File: src/rtl/route_step_sched.sv
// route_step_sched: buffers 16-bit route words from the UART wrapper and issues
// their 2-bit veer steps (LSB pair first) to the navigation controller.
// A 00 step ends the route; abort flushes the queue and the in-flight word.
module route_step_sched #(
  parameter int unsigned DEPTH = 4
) (
  input  logic                   clk,
  input  logic                   rst_n,
  input  logic [15:0]            cmd,
  input  logic                   cmd_rdy,
  output logic                   clr_cmd_rdy,
  input  logic                   step_rdy,
  input  logic                   abort,
  output logic [1:0]             step,
  output logic                   step_vld,
  output logic                   route_done,
  output logic                   aborted,
  output logic                   busy,
  output logic [$clog2(DEPTH):0] fifo_cnt,
  output logic [3:0]             steps_left
);

  localparam int unsigned AW = (DEPTH > 1) ? $clog2(DEPTH) : 1;
  localparam int unsigned CW = $clog2(DEPTH) + 1;
  localparam logic [CW-1:0] FULL_CNT = CW'(DEPTH);

  typedef enum logic [1:0] {
    StIdle  = 2'd0,
    StLoad  = 2'd1,
    StIssue = 2'd2,
    StDone  = 2'd3
  } state_t;

  state_t        state;
  logic [15:0]   shifter;
  logic [15:0]   mem [DEPTH];
  logic [AW-1:0] wr_ptr;
  logic [AW-1:0] rd_ptr;
  logic          push;
  logic          pop;

  // Fullness uses the occupancy at the start of the cycle, so a pop in the
  // same cycle does not make room for a push until the next cycle.
  assign push        = cmd_rdy && (fifo_cnt < FULL_CNT) && !abort;
  assign pop         = (state == StLoad) && (fifo_cnt != '0) && !abort;
  assign clr_cmd_rdy = push;

  // Outputs decoded purely from registered state (Moore style)
  assign step_vld   = (state == StIssue) && (shifter[1:0] != 2'b00);
  assign step       = step_vld ? shifter[1:0] : 2'b00;
  assign route_done = (state == StDone);
  assign busy       = (state != StIdle);

  // Word storage; contents need no reset since occupancy gates every read
  always_ff @(posedge clk) begin
    if (push) begin
      mem[wr_ptr] <= cmd;
    end
  end

  // FIFO pointers and occupancy; abort empties the queue
  always_ff @(posedge clk or negedge rst_n) begin
    if (!rst_n) begin
      wr_ptr   <= '0;
      rd_ptr   <= '0;
      fifo_cnt <= '0;
    end else if (abort) begin
      wr_ptr   <= '0;
      rd_ptr   <= '0;
      fifo_cnt <= '0;
    end else begin
      if (push) begin
        wr_ptr <= wr_ptr + AW'(1);
      end
      if (pop) begin
        rd_ptr <= rd_ptr + AW'(1);
      end
      unique case ({push, pop})
        2'b10:   fifo_cnt <= fifo_cnt + CW'(1);
        2'b01:   fifo_cnt <= fifo_cnt - CW'(1);
        default: fifo_cnt <= fifo_cnt;
      endcase
    end
  end

  // Route FSM: load words, shift out steps on handshake, end on a 00 step
  always_ff @(posedge clk or negedge rst_n) begin
    if (!rst_n) begin
      state      <= StIdle;
      shifter    <= '0;
      steps_left <= '0;
      aborted    <= 1'b0;
    end else begin
      aborted <= abort;
      if (abort) begin
        // A step_rdy in this cycle is dropped along with the route
        state      <= StIdle;
        shifter    <= '0;
        steps_left <= '0;
      end else begin
        unique case (state)
          StIdle: begin
            if (fifo_cnt != '0) begin
              state <= StLoad;
            end
          end
          StLoad: begin
            // Route spans words; an empty queue just waits here
            if (pop) begin
              shifter    <= mem[rd_ptr];
              steps_left <= 4'd8;
              state      <= StIssue;
            end
          end
          StIssue: begin
            if (shifter[1:0] == 2'b00) begin
              // End marker: rest of this word is discarded
              state <= StDone;
            end else if (step_rdy) begin
              shifter    <= {2'b00, shifter[15:2]};
              steps_left <= steps_left - 4'd1;
              if (steps_left == 4'd1) begin
                state <= StLoad;
              end
            end
          end
          StDone: begin
            shifter    <= '0;
            steps_left <= '0;
            state      <= StIdle;
          end
          default: begin
            state <= StIdle;
          end
        endcase
      end
    end
  end

endmodule

File: config.mk
export PLATFORM = sky130hd
export DESIGN_NAME = route_step_sched
export DESIGN_NICKNAME = d
export VERILOG_FILES = /design/src/rtl/route_step_sched.sv
export SDC_FILE = /design/constraint.sdc
export NUM_CORES = 1
export LEC_CHECK = 0
export ABC_AREA = 1
export CAP_MARGIN = 20
export CORE_UTILIZATION = 30
export CTS_BUF_LIST = sky130_fd_sc_hd__clkbuf_4
export CTS_CLUSTER_SIZE = 24
export DETAILED_ROUTE_END_ITERATION = 8
export PLACE_DENSITY_LB_ADDON = 0.1
export SETUP_SLACK_MARGIN = 0.1
export SLEW_MARGIN = 20
export SYNTH_ARGS = -nofsm -noshare
export SYNTH_HDL_FRONTEND = slang
export SYNTH_SLANG_ARGS = --single-unit
export TNS_END_PERCENT = 20
File: constraint.sdc
create_clock -name clk -period 6.1 [get_ports clk]
set_clock_uncertainty 0.2 [all_clocks]
set_input_delay 0.915 -clock clk [delete_from_list [all_inputs] [get_ports clk]]
set_output_delay 0.915 -clock clk [all_outputs]
set_load 0.01 [all_outputs]
After elaboration in Yosys (flattened, before gate mapping)
Memories as Yosys holds them, arrays and structs flattened.
Index checks and enable logic that the tools add are counted.

word-level totals
  register bits = 30
  bits in writable memories = 64
  input bits = 21
  output and inout port bits = 14
  logic and storage cells = 69
  memories kept = 1

operators by class
  add/subtract/negate cells = 5
  order comparisons = 1
  equality and inequality tests = 12
  mux-type cells = 26
  reduce and logical (&&, ||, !) cells = 17

memories
  memory  words  width  rd ports  clocked after memory_dff  write ports  RTL line  RTL
  mem     4      16     1         0                         1            36        logic [15:0] mem [DEPTH];

operator list
  cell                                                                     count
  16-bit two-way mux                                                       4
  16-bit case mux with 3 select lines                                      1
  2-bit two-way mux                                                        11
  4-bit two-way mux                                                        4
  3-bit inequality test, second input constant                             4
  4-bit case mux with 3 select lines                                       1
  2-bit case mux with 4 select lines                                       1
  4-bit AND reduction                                                      2
  2-bit nonzero test                                                       4
  2-bit equality test, second input constant                               3
  3-bit case mux with 2 select lines                                       1
  3-bit nonzero test                                                       2
  1-bit logical AND                                                        5
  2-bit by 1-bit adder with 2-bit output, second input constant            2
  2-bit by 1-bit equality test with 1-bit output, second input constant    2
  4-bit by 1-bit equality test with 1-bit output, second input constant    1
  2-bit zero test                                                          2
  4-bit by 2-bit inequality test with 1-bit output, second input constant  1
  4-bit by 3-bit inequality test with 1-bit output, second input constant  1
  4-bit nonzero test                                                       1
  4-bit by 1-bit subtractor with 4-bit output, second input constant       1
  3-bit by 1-bit adder with 3-bit output, second input constant            1
  3-bit < comparator, second input constant                                1
  3-bit two-way mux                                                        1
  3 further kinds                                                          4

Logic depth before layout (Yosys ltp)
Gate-level depths: netlist (run 1).

  depth in word-level cells = 6
  gate-level depth with buffers = 11
  gate-level depth less buffers = 9

Worst setup path before layout (run 1)
OpenSTA, ideal clock, no wires.

  kind = input-to-reg
  start point = in abort
  end point = mem mem[0][0], enable pin
  library setup time = 389 ps
  arrival = 2376 ps
  required time = 5511 ps
  setup slack = 3136 ps
  stages = 4
  buffers on the path = 1
  path through = buf_6 > nor3_1 > inv_1 > nor2_1

between the ends
  longest elaborated chain between the ends = 4

RTL lines
  item                                     RTL line  RTL
  from (decl)                              13        input logic abort,
  1-bit zero test                          44        assign push = cmd_rdy && (fifo_cnt < FULL_CNT) && !abort;
  1-bit logical AND                        44
  net clr_cmd_rdy                          11        output logic clr_cmd_rdy,
  1-bit two-way mux                        56        if (push) begin
  1-bit two-way mux (implied by the code)  57        mem[wr_ptr] <= cmd;
  to (decl)                                36

The timed path passes the listed nets, and every way through them passes these cells.

Final worst setup path (run 1)
  start point = in abort
  end point = out clr_cmd_rdy

between the ends
  longest elaborated chain between the ends = 2

RTL lines
  item               RTL line
  1-bit zero test    44
  1-bit logical AND  44
  to (decl)          11

Every way passes these cells.

==> results of run 1 <==
[logic make-up after synthesis]
| family | Yosys count |
|---|---|
| xor gates and xnor gates | 1 |
| DFF | 94 |
| AOI/OAI and AO/OA | 48 |
| adders and majority gates | 11 |
| and+or+nand+nor | 190 |
| buffers and inverters | 56 |
[through the flow]
stage          total power [mW]  utilization  setup slack, ns  hold slack, ns
3_5_place_dp              1.586       0.3491            2.259          0.2692
2_1_floorplan             1.364            -            3.136          0.2495
5_1_grt                   2.108       0.3615            2.145          0.3307
3_3_place_gp              1.578       0.3491            2.290          0.2669
4_1_cts                   1.986       0.3613            2.256          0.3112
6_report                  1.946       0.3615            2.312          0.3050
[worst max-delay path: stages]
cell and delay [ns]:
clkdlybuf4s50_1 0.66, nor3_1 0.48, clkdlybuf4s50_1 0.61
[where the power goes]
part	switching (mW)	total (mW)	internal (mW)
Sequential	0.0551	0.837	0.782
Clock	0.213	0.391	0.177
Combinational	0.470	0.718	0.248
Total	0.739	1.95	1.21
[placed cells by master, fill, tap and decap left out, types with 2 or more instances in the layout]
cell and count:
nand2_1 106, edfxtp_1 64, nand3_1 55, inv_1 35, clkdlybuf4s50_1 34, o21ai_0 30, dfrtp_1 30, nor2_1 15
clkbuf_4 11, ha_1 10, o21ai_2 8, a21oi_1 5, buf_4 5, nand4_1 4, nor3_1 2, nor2_2 2
inv_6 2, nand2_2 2, clkinv_1 2, o22ai_1 2, bufinv_16 2
[worst paths after layout]
path                             start           to  slack, ns  cells after the start
hold / removal             shifter[15]  shifter[15]       0.30                      2
min in group asynchronous        rst_n      aborted       0.63                      2
hold reg to reg            shifter[15]  shifter[15]       0.30                      2
max in group asynchronous        rst_n   shifter[9]       4.75                      2
setup / recovery                 abort  clr_cmd_rdy       2.31                      3
setup reg to reg             rd_ptr[0]  shifter[15]       3.43                      6
[state kept, by name (all words and copies together) (netlist names)]
signal / count
fifo_cnt: 3
steps_left: 4
wr_ptr: 2
rd_ptr: 2
state: 2
shifter: 16
aborted: 1
mem: 64
[final cells by class]
type / instances / area [sq um]
Tap cell: 176 / 220.2
Antenna cell: 1 / 2.502
Multi-Input combinational cell: 250 / 1267
Fill cell: 1400 / 8589
Inverter: 40 / 157.7
Clock buffer: 11 / 82.58
Timing Repair Buffer: 39 / 377.9
Sequential cell: 94 / 2673
Clock inverter: 5 / 82.58
[per-layer routing]
layer  up-vias  track usage  wire (um)
li1       1415            -          -
met1      1384       0.1729       4151
met2        42       0.2241       4317
met3        11      0.02424        274
met4         0      0.07109        186
met5         -            0          0
==> metrics.yaml, run 1 <==
syn_nets: 432
drc_errors: 0
status: "finished, final reports clean"
grt_remaining_overflow: 0
synth-edff-count: 64
num_vias: 2852
finalNetCount: 466
numCtsBuffers: 9
areaGrowthSynthToFinish_pct: 16.13
routabilityCongestion: 0.7508
syn_area_sq_um: 4188
yosys-mux-area-fraction: 0
clk_path_buf_depth: 2
setup_violations: 0
synth.most_common_cell: "nand2_1"
worstSkewPairLatency_ns: 0.46
synth-async-reset-ratio: 0.3191
dr.pass1.iters: 4
dp.cells: 599
synth_area_leaders: "edfxtp_1, dfrtp_1, nand2_1, nand3_1, o21ai_0"
die_h_um: 120.2
crit_required_ns: 4.98
first_iter_violations: 137
grt_pass1_wl_um: 14810
endpoint_kind: "primary output"
critPathKind: "primary input to primary output"
dp_hpwl_um: 5579
critPathLaunchType: "primary input"
hp-class: "flip-flop to flip-flop"
cts_setup_buffers: 0
clk_pin_slew_ns: 0.15
core_sq_um: 13450
hold_violations: 0
track_usage: 0.1371
maxSlewHeadroom: 0.3332
clock-sinks: 94
synth_top_family_by_area: "simple AND/OR/NAND/NOR gates"
post-route-period-util: 0.6211
ir_drop_mv: 0.1163
synth_area_per_cell_sq_um: 10.47
synth_compound_area_frac: 0.06603
ys.flop_type: "edfxtp_1"
clockRootBuffer: "clkbuf_4"
synth_xor_area_frac: 0.002091
num_rows: 42
tightest_slew_ns: 0.9940
ys_ff_latch: 94
worst-path-max-fanout: 9
max_cap_viol_count: 0
fp.dieW_um: 120.2
synth_top_area_frac: 0.4589
synth_top_cell_by_area: "edfxtp_1"
grt_antenna_before_repair: 1
rsz0062_at_grt: "false"
yosysWarningCount: 0
synth.distinct_cells: 31
ctsResizeCount: 0
synth-simple-area-share: 0.1993
start_util: 0.3113
wl_per_cell_um: 14.49
layout-drive-gt1-share: 0.08884
design_area_sq_um: 4863
stdcell_count: 616
grt_pass1_vias: 2814
period_needed_ns: 3.788
maxSlewViolCount: 0
port_buffers: 34
fin_setup_tns_ns: 0
synth_common_cells: "nand2_1, edfxtp_1, nand3_1"
routed_wl_um: 8928
synth_seq_area_share: 0.6382
cts_hold_buffers: 0
ant_nets: 0
fmax_ghz: 0.2640
cts_tree: "done"
synth_adder_area_share: 0.03466
worstPathArrival_ns: 2.67
ioPinCount: 35
p_leak_nw: 1.930
dieArea_sq_um: 14440
p_per_area_nw_per_um2: 400.2
place_area_sq_um: 4696
synthCells: 400
htreeDepth: 3
grt_start_max_net_pins: 36
viasPerCell: 4.630
Note: power is estimated with default switching activity, not from simulation.
==> run 2: changes to the inputs <==
clock period = 3.1 ns   (was 6.1 ns; I/O delays follow)
==> run 2 against run 1 <==
Clock-buffer cell count grew 1. Global-route usage decreased by 0.13 points. Worst hold slack got worse by 0.11 ns. Critical path depth is 2 higher. Design area grew 0.49%. Via count decreased by 1.2%. Total power up 90%. Clock power rose by 52%. Flip-flop and latch count unchanged. Critical path type is now flip-flop to primary output. Largest power group unchanged. Highest routed layer unchanged.
==> metrics.yaml, run 2 (synthesized netlist as in run 1, its figures left out) <==
critPathLaunchType: "flip-flop"
setup_violations: 0  # unchanged
r2r-start: "state[0]"
rsz0062_at_grt: "false"
grt_start_max_net_pins: 35  # -2.8%
critPathKind: "flip-flop to primary output"
largest_reg_flops: 64  # unchanged
areaGrowthSynthToFinish_pct: 16.70
wl_met3_um: 281  # +2.6%
crit_required_ns: 2.43  # -2.55 ns
grt_pass1_vias: 2801  # -0.46%
hp-class: "primary input to async pin"
dp_hpwl_um: 5696  # +2.1%
clk_path_buf_depth: 2  # unchanged
start_util: 0.3113  # unchanged
fp.dieW_um: 120.2  # unchanged
grt_remaining_overflow: 0  # unchanged
endpoint_kind: "primary output"
routedLengthMet1_um: 4034  # -2.8%
r2r_setup_slack_ns: 0.95  # -2.48 ns
finalPower_mw: 3.694  # +90%
num_vias: 2818  # -1.2%
dr.pass1.iters: 4  # unchanged
die_h_um: 120.2  # unchanged
first_iter_violations: 204  # +49%
post-route-period-util: 0.8932
ioPinCount: 35  # unchanged
routed_wl_um: 8812  # -1.3%
port_buffers: 34  # unchanged
final_core_util: 0.3633  # +0.001767
place_area_sq_um: 4753  # +1.2%
largest_register: "mem"
clock-sinks: 94  # unchanged
cp_num_buf_inv: 3  # +1
clk_pin_slew_ns: 0.14  # about the same
fin_setup_tns_ns: 0  # unchanged
path_cells: "inv_1 > ha_1 > clkinvlp_4 > nor3b_2 > clkdlybuf4s50_1"
viasPerCell: 4.509  # -2.6%
drc_errors: 0  # unchanged
dieArea_sq_um: 14440  # unchanged
layout_common_cells: "nand2_1, edfxtp_1, nand3_1, inv_1, clkdlybuf4s50_1"
wl_per_cell_um: 14.10  # -2.7%
track_usage: 0.1358  # -0.001334
ant_nets: 0  # unchanged
period_needed_ns: 2.769
numCtsBuffers: 9  # unchanged
maxSlewHeadroom: 0.7143  # +0.3811
worstSkewPairLatency_ns: 0.45  # about the same
reg2reg_to: "shifter[9]"
place_ws_ns: 0.5005  # -1.759 ns
finalNetCount: 475  # +1.9%
max_cap_viol_count: 0  # unchanged
grt_pass1_wl_um: 14500  # -2.1%
hold_violations: 0  # unchanged
num_rows: 42  # unchanged
htreeDepth: 3  # unchanged
worstPathArrival_ns: 2.10  # -0.57 ns
rr_worst_depth: 10  # +4
worst-path-max-fanout: 4  # -5
status: "finished, final reports clean"
slowest_stage: "clkdlybuf4s50_1"
core_sq_um: 13450  # unchanged
clockRootBuffer: "clkbuf_4"
routabilityCongestion: 0.7812  # +4.0%
slowest_delay_ns: 0.55  # -0.11 ns
fin_ws_ns: 0.3311  # -1.980 ns
maxSlewViolCount: 0  # unchanged
design_area_sq_um: 4887  # +0.49%
cts_tree: "done"
top_layer_used: "met4"
p_leak_nw: 1.944  # +0.76%
layout-drive-gt1-share: 0.1094  # +0.02054
p_per_area_nw_per_um2: 755.8  # +89%
met2_length_um: 4304  # -0.30%
grt_antenna_before_repair: 1  # unchanged
cts_hold_buffers: 0  # unchanged
top_regs: "mem: 64 flops, shifter: 16 flops, steps_left: 4 flops"
critPathTopFamily: "buffers and inverters"
final_common_cell: "nand2_1"
tightest_slew_ns: 0.4252  # -0.5688 ns
ir_drop_mv: 0.1698  # +46%
fmax_ghz: 0.3612
-- run 2: changes by cell type in the layout (fill, tap and decap cells not counted), sizes merged --
cell | before | now
clkinvlp | 0 | 3
clkbuf | 11 | 12
clkinv | 4 | 3
buf | 5 | 14
inv | 39 | 38
bufinv | 2 | 0
-- run 2: worst max-delay path by stage --
stage               startpoint     endpoint  slack, ns  cells past startpoint
floorplan                abort    mem[0][0]       0.59                      4
global placement         abort  clr_cmd_rdy       0.51                      3
detailed placement     cmd_rdy  clr_cmd_rdy       0.50                      4
CTS                   state[0]      step[0]       0.14                      5
global route          state[0]      step[0]       0.19                      5
finish                state[0]      step[0]       0.33                      5
-- run 2: cell type report --
type                    instances  area (sq um)
well taps                     176         220.2
repair buffers                 48         445.4
diodes                          1         2.502
flip-flops and latches         94          2673
multi-input cells             250          1270
clock buffers                  12         90.09
inverters                      40         161.4
fillers                      1380          8566
clock inverters                 4         25.02
-- run 2: where the power goes --
part / total [mW] / switching (mW) / internal, mW
registers: 1.64 / 0.104 / 1.54
clock network: 0.593 / 0.403 / 0.190
logic: 1.46 / 0.936 / 0.522
total: 3.69 / 1.44 / 2.25
-- run 2: through the flow --
stage,hold slack (ns),std cells
5_1_grt,0.2026,625
6_report,0.1919,625
3_5_place_dp,0.2692,607
2_1_floorplan,-0.03059,400
3_3_place_gp,0.2689,607
4_1_cts,0.1824,623
-- run 2: metal layers --
metal  vias up  track usage
met4         0      0.06875
li1       1428            -
met3        13      0.03089
met5         -            0
met2        48       0.2256
met1      1329       0.1643
-- run 2: what timing repair did --
action	in CTS	in global routing
endpoints found under the setup margin	0	1
hold endpoints to repair	0	0
resized for setup	0	2
buffers inserted	0	1
